--- src/rtl/mem_port_arbiter.sv ---
// Arbitrates IF fetches and MEM loads/stores onto one shared memory port, one transaction at a time.
// Define MEM_ARB_RR_EN for round-robin priority; otherwise data always beats inst.
module mem_port_arbiter #(
  parameter int ADDR_W = 32,
  parameter int DATA_W = 32
) (
  input  logic                clk,
  input  logic                rst_n,
  input  logic                inst_mem_read,
  input  logic [ADDR_W-1:0]   inst_mem_address,
  output logic [DATA_W-1:0]   inst_mem_rdata,
  output logic                inst_mem_resp,
  input  logic                data_mem_read,
  input  logic                data_mem_write,
  input  logic [ADDR_W-1:0]   data_mem_address,
  input  logic [DATA_W-1:0]   data_mem_wdata,
  input  logic [DATA_W/8-1:0] data_mem_byte_enable,
  output logic [DATA_W-1:0]   data_mem_rdata,
  output logic                data_mem_resp,
  output logic                pmem_read,
  output logic                pmem_write,
  output logic [ADDR_W-1:0]   pmem_address,
  output logic [DATA_W-1:0]   pmem_wdata,
  output logic [DATA_W/8-1:0] pmem_byte_enable,
  input  logic [DATA_W-1:0]   pmem_rdata,
  input  logic                pmem_resp
);

  localparam int BE_W = DATA_W / 8;
  localparam logic [ADDR_W-1:0] ALIGN_MASK = ~ADDR_W'(3);

  typedef enum logic [1:0] {IDLE, BUSY_I, BUSY_D, RESP} state_t;

  state_t            state, state_nxt;
  logic [ADDR_W-1:0] lat_addr;
  logic [DATA_W-1:0] lat_wdata;
  logic [BE_W-1:0]   lat_be;
  logic              lat_write;
  logic              lat_data;
  logic [DATA_W-1:0] inst_rdata_q;
  logic [DATA_W-1:0] data_rdata_q;
  logic              data_req;
  logic              grant_d;
  logic              grant_i;

  assign data_req = data_mem_read | data_mem_write;

`ifdef MEM_ARB_RR_EN
  // last_grant: 0 = inst served last, 1 = data served last
  logic last_grant;

  always_ff @(posedge clk or negedge rst_n) begin
    if (!rst_n) begin
      last_grant <= 1'b0;
    end else if (state == IDLE && (grant_d || grant_i)) begin
      last_grant <= grant_d;
    end
  end

  assign grant_d = data_req & (~inst_mem_read | ~last_grant);
`else
  assign grant_d = data_req;
`endif

  assign grant_i = inst_mem_read & ~grant_d;

  always_comb begin
    state_nxt = state;
    case (state)
      IDLE: begin
        if (grant_d)      state_nxt = BUSY_D;
        else if (grant_i) state_nxt = BUSY_I;
      end
      BUSY_I, BUSY_D: begin
        if (pmem_resp) state_nxt = RESP;
      end
      RESP:    state_nxt = IDLE;
      default: state_nxt = IDLE;
    endcase
  end

  always_ff @(posedge clk or negedge rst_n) begin
    if (!rst_n) begin
      state        <= IDLE;
      lat_addr     <= '0;
      lat_wdata    <= '0;
      lat_be       <= '0;
      lat_write    <= 1'b0;
      lat_data     <= 1'b0;
      inst_rdata_q <= '0;
      data_rdata_q <= '0;
    end else begin
      state <= state_nxt;
      if (state == IDLE && grant_d) begin
        // a simultaneous read+write is served as the write
        lat_addr  <= data_mem_address & ALIGN_MASK;
        lat_write <= data_mem_write;
        lat_wdata <= data_mem_write ? data_mem_wdata : '0;
        lat_be    <= data_mem_write ? data_mem_byte_enable : '1;
        lat_data  <= 1'b1;
      end else if (state == IDLE && grant_i) begin
        lat_addr  <= inst_mem_address & ALIGN_MASK;
        lat_write <= 1'b0;
        lat_wdata <= '0;
        lat_be    <= '1;
        lat_data  <= 1'b0;
      end
      if (state == BUSY_I && pmem_resp) begin
        inst_rdata_q <= pmem_rdata;
      end
      if (state == BUSY_D && pmem_resp && !lat_write) begin
        data_rdata_q <= pmem_rdata;
      end
    end
  end

  assign pmem_read        = (state == BUSY_I) | ((state == BUSY_D) & ~lat_write);
  assign pmem_write       = (state == BUSY_D) & lat_write;
  assign pmem_address     = lat_addr;
  assign pmem_wdata       = lat_wdata;
  assign pmem_byte_enable = lat_be;
  assign inst_mem_resp    = (state == RESP) & ~lat_data;
  assign data_mem_resp    = (state == RESP) & lat_data;
  assign inst_mem_rdata   = inst_rdata_q;
  assign data_mem_rdata   = data_rdata_q;

  a_no_read_and_write: assert property (@(posedge clk) disable iff (!rst_n)
    !(data_mem_read && data_mem_write));

endmodule

--- config.mk ---
export PLATFORM = sky130hd
export DESIGN_NAME = mem_port_arbiter
export DESIGN_NICKNAME = d
export VERILOG_FILES = /design/src/rtl/mem_port_arbiter.sv
export SDC_FILE = /design/constraint.sdc
export NUM_CORES = 1
export LEC_CHECK = 0
export BUFFER_PORTS_ARGS = -buffer_cell sky130_fd_sc_hd__buf_2
export CAP_MARGIN = 10
export CORE_MARGIN = 2
export CORE_UTILIZATION = 49
export DETAILED_ROUTE_END_ITERATION = 10
export PLACE_DENSITY_LB_ADDON = 0.05
export SETUP_SLACK_MARGIN = 0.15
export SLEW_MARGIN = 20
export SYNTH_ARGS = -nofsm -noshare
export SYNTH_HDL_FRONTEND = slang
export SYNTH_SLANG_ARGS = --single-unit
--- constraint.sdc ---
create_clock -name clk -period 4.6 [get_ports clk]
set_input_delay 0 -clock clk [delete_from_list [all_inputs] [get_ports clk]]
set_output_delay 0 -clock clk [all_outputs]
set_load 0.02 [all_outputs]
Word level (Yosys, flattened, before mapping)

Cells that the tools add are included.

Bits in registers: 136
Output and inout bits: 136

Equal/unequal tests: 5
Muxes and demuxes: 15
Bitwise logic cells: 10
Reductions and logical operators: 10

Operators by type and width:

| cell               | count |
|---|---|
| $mux 32            | 5 |
| $mux 4             | 3 |
| $mux 2             | 3 |
| $pmux 2 s3         | 1 |
| $and 1x1->1        | 5 |
| $logic_and 1x1->1  | 5 |
| $eq 2x2->1 const B | 2 |
| $mux 1             | 3 |
| $ne 3x3->1 const B | 1 |
| $not 1->1          | 3 |
| $eq 2x1->1 const B | 1 |
| $logic_not 2->1    | 1 |
| $ne 2x2->1 const B | 1 |
| $or 1x1->1         | 2 |
| $reduce_and 2->1   | 1 |
| $reduce_bool 2->1  | 1 |
| $reduce_or 2->1    | 1 |
| $logic_not 1->1    | 1 |

Logic depth before layout (Yosys ltp)

Gate-level depths: netlist (run 1).

Word-level depth: 6
Depth in mapped cells: 7

Worst setup path before layout (run 1)

Ideal clock, no wire load.

Path type: register to register
From: register state[0]
To: register data_rdata_q[10], in the netlist data_mem_rdata[10]
Library setup time: 0.125 ns
Data arrival time: 1.351 ns
Required time: 4.475 ns
Path slack: 3.124 ns
Stages on the path, launching flop included: 6
Buffers on the path: 1
Clock period less this slack: 1.476 ns
Path through: dfrtp_1 inv_1 ha_1 nand3_1 buf_2 mux2_2

Longest elaborated chain between the ends: 3

Ends and longest elaborated chain:

| element                        | line | RTL |
|---|---|---|
| from (decl)                    | 34   | `state_t state, state_nxt;` |
| from (signal assigned)         | 93   | `state <= state_nxt;` |
| $eq 2x2->1                     | 111  | `if (state == BUSY_D && pmem_resp && !lat_write) begin` |
| $logic_and 1x1->1 (2 in a row) | 111  |  |
| to (signal assigned)           | 112  | `data_rdata_q <= pmem_rdata;` |
| to (decl)                      | 41   | `logic [DATA_W-1:0] data_rdata_q;` |

Every way passes these cells.
A chain may end at the register's enable or synchronous reset.

Worst setup path in the final report (run 1)

From: register state[0]
To: register lat_addr[10], in the netlist pmem_address[10]

Longest elaborated chain between the ends: 3
Elaborated cells between the ends (all ways): 5
Classes of those cells: mux: 1; reduce/logical: 4

Ends and longest elaborated chain:

| element                                             | line    | RTL |
|---|---|---|
| $logic_not 2->1 *                                   | 94, 101 |  |
| $logic_and 1x1->1, on equally long branches         | 94, 101 |  |
| $mux 32 / $reduce_bool 2->1 (equally long branches) | --      |  |
| to (signal assigned)                                | 96      | `lat_addr <= data_mem_address & ALIGN_MASK;` |
| to (signal assigned)                                | 102     | `lat_addr <= inst_mem_address & ALIGN_MASK;` |
| to (decl)                                           | 35      | `logic [ADDR_W-1:0] lat_addr;` |

Mark *: on every way between the ends. The rest lies on a longest branch, timed or not.

==> out/qor.yml, run 1 <==
wl_per_cell_um: 16.2
seqCellArea_um2: 3350
rsz0062_at_grt: "false"
reg2reg_from: "state[0]$_DFFE_PN0P_"
clkSlewWorstSetupHoldPaths_ps: 60
layout_min_cycle_time_ps: 2290
drc: 0
htreeDepth: 4
p_per_area_nw_per_um2: 695
num_vias: 5026
nFillCells: 663
multiInputGateArea_um2: 1960
hold_violations: 0
cts_made_buffers: 17
num_rows: 38
areaGrowthSynthToFinish_pct: 59.4
initial_core_util_pct: 50.6
dpl_cell_area_um2: 6890
path_max_fanout: 21
final_max_slew_viol_count: 0
hpwl_um: 9470
vias_per_cell: 5.00
die_w_um: 110
insertion_delay_ps: 420
antenna_found_initial: 0
timing.fmax_mhz: 436
drt.antenna.violating_nets: 0
final_cell_mix: "266 x buf_2, 134 x dfrtp_1, 131 x dlygate4sd3_1"
syn_area_per_cell_um2: 12.0
status: "completed"
dieArea_um2: 12100
drive_above_1_share_pct: 42.8
synth_cell_types: 24
synthesis.instances: 459
finalInstanceArea_um2: 8820
yosysSeqAreaShare_pct: 60.6
synthTopCellsByArea: "dfrtp_1 61%, mux2_2 13%, nand2_1 7.1%"
fin_nets: 997
placeableCoreArea_um2: 10900
synth.top_cell.area_share_pct: 60.6
dr.first_iter.drc_count: 265
power_leakage_nw: 4.70
setup.worst_path.start: "state[0]$_DFFE_PN0P_"
cts_sinks: 134
n_antenna_cell: 0
setup_tns_ps: 0
yosys_warnings: 0
grt_max_degree: 84
cts_tree: "yes"
drt-total-wl_um: 16300
portBuffers: 267
cp_data_arrival_time_ps: 2570
cts_resized: 0
setup_viol: 0
fin_skew_ps: 9.45
root_buffer: "clkbuf_16"
first_global_vias: 5150
worstSetupEndpointType: "flip-flop"
rrSetupSlack_ps: 2310
syn_area_um2: 5530
crit_required_ps: 4870
worstMarginPinSlew_ps: 747
crit_type: "flip-flop to flip-flop"
ir_worst_vdd_mv: 0.484
die_h_um: 110
grt.total_usage_pct: 27.5
hold_start: "pmem_resp"
grt.overflow.total: 0
hp-class: "input pin to flip-flop"
slew_headroom_pct: 50.2
mostFrequentLayoutCell: "buf_2"
place.gp.congestion: 0.792
drt-pass1-iter-count: 5
synth-seq-cells: 134
period_share_pct: 49.9
grt_pass1_wl_um: 24900
cts_setup_buffers: 0
io_pins: 274
start_kind: "flip-flop"
cts_buffer_depth: 2
synth_top_area_cell: "dfrtp_1"
drv_cap: 0
## metal layers
metal | GRT usage (%) | part of all wire [%]
met1 | 30.5 | 37
met2 | 46.6 | 51
met3 | 9.11 | 7.6
met4 | 14.9 | 3.9
met5 | 0 | 0
## metrics by stage
stage	worst slack (ps)	hold WS [ps]	total power, mW	util [%]	std cells
floorplan	3120	-296	3.73	-	460
global placement	2710	228	4.48	63.0	843
detailed placement	2600	234	4.57	63.0	843
CTS	2280	27.1	6.08	80.3	1005
global route	2160	48.9	6.48	80.6	1006
finish	2310	29.9	6.12	80.6	1006
## critical path, stage by stage (launching register included)
cell and delay, ps:
dfrtp_1 380, inv_1 100, ha_1 270, o21ai_4 220, buf_16 250, mux2i_1 260, dlygate4sd3_1 580, o21ai_0 80
## cell type report
class                   instances  share of cell area (%)
flip-flops and latches        134                    38.0
repair buffers                405                    30.9
multi-input cells             291                    22.2
clock buffers                  22                    5.49
well taps                     140                    1.99
clock inverters                 9                    1.14
inverters                       5                   0.213
## state kept, by name (all words and copies together) (netlist names)
register / cells
data_mem_rdata: 32
inst_mem_rdata: 32
lat_data: 1
lat_write: 1
pmem_address: 30
pmem_byte_enable: 4
pmem_wdata: 32
state: 2
## cells by family after synthesis
logic type | after synthesis | share of synthesized area [%]
muxes | 97 | 19.0
adders and majority gates | 5 | 1.13
and+or+nand+nor | 146 | 10.8
other | 1 | 0.0678
AOI/OAI and AO/OA | 41 | 4.19
DFF | 134 | 60.6
buffers and inverters | 35 | 4.14
## Yosys cell counts
| cell type | n |
|---|---|
| buf_6 | 8 |
| o21ai_2 | 1 |
| a32oi_1 | 1 |
| nand3_1 | 33 |
| o31ai_4 | 1 |
| a21oi_1 | 1 |
| nor2_1 | 6 |
| conb_1 | 1 |
| clkbuf_2 | 1 |
| nand2_1 | 104 |
| a21o_1 | 1 |
| clkbuf_1 | 6 |
| ha_1 | 5 |
| o21ai_0 | 16 |
| o21ai_1 | 20 |
| mux2i_1 | 32 |
| buf_4 | 6 |
| buf_2 | 8 |
| and2_1 | 2 |
| mux2_2 | 65 |
| nor2b_1 | 1 |
| dfrtp_1 | 134 |
| clkbuf_4 | 1 |
| inv_1 | 5 |
## worst paths after layout
kind                                                  endpoint  depth (start not counted)
worst max register to register    pmem_address[10]$_DFFE_PN0P_                          7
min in group asynchronous       inst_mem_rdata[16]$_DFFE_PN0P_                          2
worst max-delay path              pmem_address[10]$_DFFE_PN0P_                          7
worst min register to register      pmem_wdata[24]$_DFFE_PN0P_                          2
worst min-delay path                      state[0]$_DFFE_PN0P_                          4
max in group asynchronous       inst_mem_rdata[21]$_DFFE_PN0P_                          3
## repair_timing
item | 4_1_cts | 5_1_grt
setup endpoints to repair | 0 | 0
endpoints found under the hold margin | 213 | 0
hold buffers | 131 | 0
## report_power, final
part	switching [mW]	internal (mW)
clock network	0.488	0.846
registers	0.280	1.74
logic	1.66	1.11
(Power assumes the default switching activity.)
==> run 2: changes to the inputs <==
- CORE_UTILIZATION: 49 -> 41
- clock period: 4.6 -> 2.05 ns (I/O delays scaled with it)
==> out/qor.yml, run 2 (same netlist as run 1, synthesis figures left out) <==
die_h_um: 120  # +9.0%
worstSetupEndpointType: "flip-flop"
first_global_vias: 5125  # -0.49%
crit_required_ps: 2330  # -2540 ps
worstHoldPathCells: 4  # unchanged
reg2reg_from: "state[1]$_DFFE_PN0P_"
r2r-end: "pmem_address[8]$_DFFE_PN0P_"
rsz0062_at_grt: "false"
dr.first_iter.drc_count: 229  # -14%
drv_cap: 0  # unchanged
n_antenna_cell: 0  # unchanged
mostFrequentLayoutCell: "buf_2"
hp-class: "input pin to flip-flop"
die_w_um: 120  # +9.0%
hpwl_um: 9870  # +4.2%
min_to: "pmem_wdata[0]$_DFFE_PN0P_"
hold_start: "data_mem_write"
drc: 0  # unchanged
num_vias: 4919  # -2.1%
vias_per_cell: 4.71  # -5.7%
grt_max_degree: 79  # -6.0%
cts_made_buffers: 17  # unchanged
drt-pass1-iter-count: 5  # unchanged
timing.fmax_mhz: 598  # +37%
pwr-share-seq_pct: 32.3  # -0.7 points
portBuffers: 267  # unchanged
reg2regPathDepth: 6  # -1
insertion_delay_ps: 420  # about the same
cts_resized: 0  # unchanged
dieArea_um2: 14400  # +19%
layout_min_cycle_time_ps: 1670  # -621 ps
path_max_fanout: 23  # +9.5%
cts_tree: "yes"
status: "completed"
wl_per_cell_um: 14.9  # -8.3%
place.gp.congestion: 0.728  # -8.0%
start_kind: "flip-flop"
p_comb_share_pct: 42.9  # -2.3 points
crit_type: "flip-flop to flip-flop"
setup_tns_ps: 0  # unchanged
seqCellArea_um2: 3350  # unchanged
hold_violations: 0  # unchanged
root_buffer: "clkbuf_16"
final_max_slew_viol_count: 0  # unchanged
rrSetupSlack_ps: 380  # -1930 ps
finalInstanceArea_um2: 9020  # +2.3%
cp_data_arrival_time_ps: 1950  # -620 ps
placeableCoreArea_um2: 13200  # +21%
cts_setup_buffers: 0  # unchanged
grt.overflow.total: 0  # unchanged
cts_buffer_depth: 2  # unchanged
initial_core_util_pct: 41.9  # -8.6 points
power.clock.fraction_pct: 24.8  # +3.0 points
grt.total_usage_pct: 22.4  # -5.0 points
switchingPower_mw: 5.31  # +120%
drive_above_1_share_pct: 43.1  # +0.25 points
io_pins: 274  # unchanged
fin_skew_ps: 5.62  # -3.83 ps
drt-total-wl_um: 15500  # -4.9%
p_int_mw: 8.63  # +130%
power_leakage_nw: 4.77  # +1.5%
htreeDepth: 4  # unchanged
cts_sinks: 134  # unchanged
ir_worst_vdd_mv: 0.682  # +41%
swShare_pct: 38.1  # -1.6 points
antenna_found_initial: 0  # unchanged
cts_hold_buf: 131  # unchanged
grt_pass1_wl_um: 25100  # +0.86%
areaGrowthSynthToFinish_pct: 63.2
p_per_area_nw_per_um2: 1550  # +120%
whs_ps: 21.6  # -8.35 ps
drt.antenna.violating_nets: 0  # unchanged
dpl_cell_area_um2: 7040  # +2.1%
final_cell_mix: "266 x buf_2, 134 x dfrtp_1, 131 x dlygate4sd3_1"
fin_nets: 999  # +0.20%
clkSlewWorstSetupHoldPaths_ps: 60  # about the same
num_rows: 42  # +11%
multiInputGateArea_um2: 1960  # unchanged
period_share_pct: 81.5  # +32 points
setup_viol: 0  # unchanged
nFillCells: 1012  # +53%
run 2: layer usage:
layer / part of all wire [%] / global-route usage (%) / up-vias
li1: - / - / 2347
met1: 40 / 26.3 / 2348
met2: 51 / 38.1 / 188
met3: 6.5 / 5.80 / 36
met4: 2.9 / 10.8 / 0
met5: 0 / 0 / -
run 2: stage by stage:
step / worst slack [ps] / util, % / power (mW) / std cells
after floorplan: 574 / - / 8.38 / 460
after global placement: 455 / 53.3 / 10.2 / 882
after detailed placement: 409 / 53.3 / 10.4 / 882
after CTS: 378 / 68.4 / 14.1 / 1044
after global routing: 236 / 68.4 / 14.8 / 1044
final: 378 / 68.4 / 13.9 / 1044
run 2: power by group through the flow:
stage	logic, mW	clock network (mW)	registers, mW
floorplan	2.35	0	6.03
global placement	5.73	0	4.46
detailed placement	5.82	0	4.53
CTS	6.02	3.55	4.50
global route	6.48	3.65	4.67
finish	5.98	3.46	4.50
run 2: critical path, cell delays in order, from the launching register on:
cell and delay (ps):
dfrtp_1 400, inv_1 90, ha_1 240, o21ai_4 190, buf_12 260, mux2i_1 230, o21ai_0 110
run 2: area by class of cell:
class	count	area share (%)
Inverter	5	0.208
Clock inverter	12	2.47
Timing Repair Buffer	407	31.0
Tap cell	176	2.44
Clock buffer	19	5.02
Multi-Input combinational cell	291	21.7
Sequential cell	134	37.2
run 2: worst max-delay path by stage:
stage | startpoint | to | slack [ps] | cells after the start
final | state[1]$_DFFE_PN0P_ | pmem_address[8]$_DFFE_PN0P_ | 380 | 6
after global routing | state[1]$_DFFE_PN0P_ | pmem_address[13]$_DFFE_PN0P_ | 240 | 6
after CTS | state[0]$_DFFE_PN0P_ | pmem_address[21]$_DFFE_PN0P_ | 380 | 6
after detailed placement | state[0]$_DFFE_PN0P_ | pmem_address[21]$_DFFE_PN0P_ | 410 | 6
after global placement | state[0]$_DFFE_PN0P_ | state[1]$_DFFE_PN0P_ | 460 | 5
after floorplan | state[0]$_DFFE_PN0P_ | data_mem_rdata[10]$_DFFE_PN0P_ | 570 | 5
==> run 3: changes to the inputs <==
- CORE_UTILIZATION: 41 -> 46
- clock period: 2.05 -> 1.66 ns (I/O delays scaled with it)
==> out/qor.yml, run 3 (same netlist as run 1, synthesis figures left out) <==
status: "completed"
cts_sinks: 134  # unchanged
grt_pass1_wl_um: 25400  # +1.2%
met1_usage_pct: 27.8  # +1.4 points
areaGrowthSynthToFinish_pct: 67.6
insertion_delay_ps: 410  # about the same
finalCoreUtilization_pct: 78.1  # +9.7 points
reg2reg_from: "state[1]$_DFFE_PN0P_"
fin_skew_ps: 6.65  # +1.03 ps
power_leakage_nw: 4.88  # +2.4%
crit_required_ps: 1950  # -380 ps
place.gp.congestion: 0.726  # -0.26%
swShare_pct: 39.0  # +0.95 points
final_cells: 1037  # -0.67%
io_pins: 274  # unchanged
hpwl_um: 9860  # about the same
drt.antenna.violating_nets: 0  # unchanged
initial_core_util_pct: 46.6  # +4.7 points
dp.cells: 861  # -2.4%
cts_buffer_depth: 2  # unchanged
antenna_found_initial: 0  # unchanged
slew_headroom_pct: 61.8
met2_usage_pct: 44.8  # +6.6 points
rsz0062_at_grt: "true"
layout_min_cycle_time_ps: 1520  # -150 ps
period_share_pct: 91.7  # +10 points
p_per_area_nw_per_um2: 1880  # +21%
path_cells: "buf_6 > ha_4 > nand3_4 > clkbuf_16 > mux2_2"
portBuffers: 267  # unchanged
setup_tns_ps: 0  # unchanged
finalInstanceArea_um2: 9270  # +2.7%
hold_start: "data_mem_write"
p_comb_share_pct: 48.0  # +5.1 points
n_antenna_cell: 0  # unchanged
mostFrequentLayoutCell: "buf_2"
clkSlewWorstSetupHoldPaths_ps: 50  # about the same
cts_tree: "yes"
final_max_slew_viol_count: 0  # unchanged
busiest_layer: "met2"
power.clock.fraction_pct: 19.8  # -5.0 points
r2r-end: "data_mem_rdata[21]$_DFFE_PN0P_"
reg2regPathDepth: 5  # -1
drc: 0  # unchanged
crit_type: "flip-flop to flip-flop"
p_int_mw: 10.6  # +23%
setup.worst_path.start: "state[1]$_DFFE_PN0P_"
start_kind: "flip-flop"
cts_made_buffers: 17  # unchanged
timing.fmax_mhz: 657  # +9.8%
drv_cap: 0  # unchanged
rrSetupSlack_ps: 140  # -240 ps
hp-class: "input pin to flip-flop"
crit_path_top_delay_cell: "dfrtp_1"
grt.total_usage_pct: 25.5  # +3.1 points
wl_per_cell_um: 16.4  # +11%
pwr-share-seq_pct: 32.2  # about the same
crit_end: "data_mem_rdata[21]$_DFFE_PN0P_"
num_vias: 5109  # +3.9%
grt_use_met3_pct: 7.49  # +1.7 points
htreeDepth: 4  # unchanged
dpl_cell_area_um2: 7070  # +0.52%
drt-total-wl_um: 17000  # +9.8%
path_max_fanout: 8  # -65%
worstMarginPinSlew_ps: 572
critPathMaxStageDelay_ps: 410  # about the same
drt-pass1-iter-count: 4  # -1
drive_above_1_share_pct: 45.8  # +2.8 points
final_cell_mix: "266 x buf_2, 134 x dfrtp_1, 131 x dlygate4sd3_1"
cp.buffers_inverters: 2  # unchanged
setup_viol: 0  # unchanged
first_global_vias: 5314  # +3.7%
placeableCoreArea_um2: 11900  # -10%
grt_max_degree: 60  # -24%
die_w_um: 114  # -5.4%
cp_data_arrival_time_ps: 1810  # -140 ps
worstSetupEndpointType: "flip-flop"
num_rows: 40  # -4.8%
ir_worst_vdd_mv: 0.983  # +44%
hold_violations: 0  # unchanged
switchingPower_mw: 6.78  # +28%
dr.first_iter.drc_count: 290  # +27%
root_buffer: "clkbuf_16"
fin_nets: 1024  # +2.5%
grt.overflow.total: 0  # unchanged
cpLargestDelayFamily: "flip-flops"
vias_per_cell: 4.93  # +4.6%
die_h_um: 114  # -5.4%
dieArea_um2: 12900  # -11%
cp.depth: 5  # -1
nFillCells: 774  # -24%
==> run 3: cell count changes in the layout (fill, tap and decap cells not counted), moves of 3 or more <==
cell	before	now
mux2i_1	32	26
o21ai_1	20	32
bufinv_16	6	1
ha_1	5	2
buf_6	1	4
buf_4	3	15
clkbuf_16	17	21
o21ai_0	16	4
buf_8	0	3
mux2i_2	0	6
==> run 3: through the flow <==
| stage | hold WS, ps | total power [mW] | setup WS, ps |
|---|---|---|---|
| floorplan | -296 | 10.3 | 184 |
| global placement | 25.5 | 12.7 | 139 |
| detailed placement | 28.4 | 12.9 | 71.8 |
| CTS | 37.2 | 16.9 | 145 |
| global route | 73.0 | 18.4 | 27.1 |
| finish | 47.4 | 17.4 | 138 |
==> run 3: how the worst min path moves through the flow <==
stage | slack (ps) | depth (start not counted) | to
after floorplan | -300 | 0 | data_mem_rdata[0]$_DFFE_PN0P_
after global placement | 30 | 1 | data_mem_rdata[27]$_DFFE_PN0P_
after detailed placement | 30 | 1 | data_mem_rdata[26]$_DFFE_PN0P_
after CTS | 40 | 3 | lat_write$_DFFE_PN0P_
after global routing | 70 | 3 | lat_write$_DFFE_PN0P_
final | 50 | 3 | lat_write$_DFFE_PN0P_
==> run 3: power groups by stage <==
stage / logic (mW) / registers, mW / clock network, mW
global route: 8.94 / 5.79 / 3.63
CTS: 7.89 / 5.56 / 3.50
finish: 8.34 / 5.59 / 3.44
floorplan: 2.90 / 7.45 / 0
global placement: 7.16 / 5.53 / 0
detailed placement: 7.33 / 5.60 / 0
==> run 3: layer usage <==
metal,share of wire (%),up-vias
met4,3.5,0
met5,0,-
met1,37,2467
met2,53,207
met3,6.1,49
li1,-,2386
==> run 3: layout make-up <==
class	instances	area, um2	share of cell area [%]
Clock buffer	23	488	5.27
Clock inverter	5	50.0	0.540
Multi-Input combinational cell	291	2040	22.0
Sequential cell	134	3350	36.2
Tap cell	147	184	1.99
Timing Repair Buffer	432	3130	33.8
Inverter	5	18.8	0.203
==> run 3: worst register-to-register path: stages, from the launching register on <==
cell,delay [ps]
dfrtp_1,410
buf_6,140
ha_4,160
nand3_4,160
clkbuf_16,200
mux2_2,330
==> run 3: what timing repair did <==
action                                  4_1_cts  5_1_grt
endpoints found under the setup margin       92      110
gates resized for setup                      13       30
hold buffers                                131        0
pin swaps                                     1        2
setup buffers                                 7        5
endpoints found under the hold margin       185        0
cloned                                        2        3
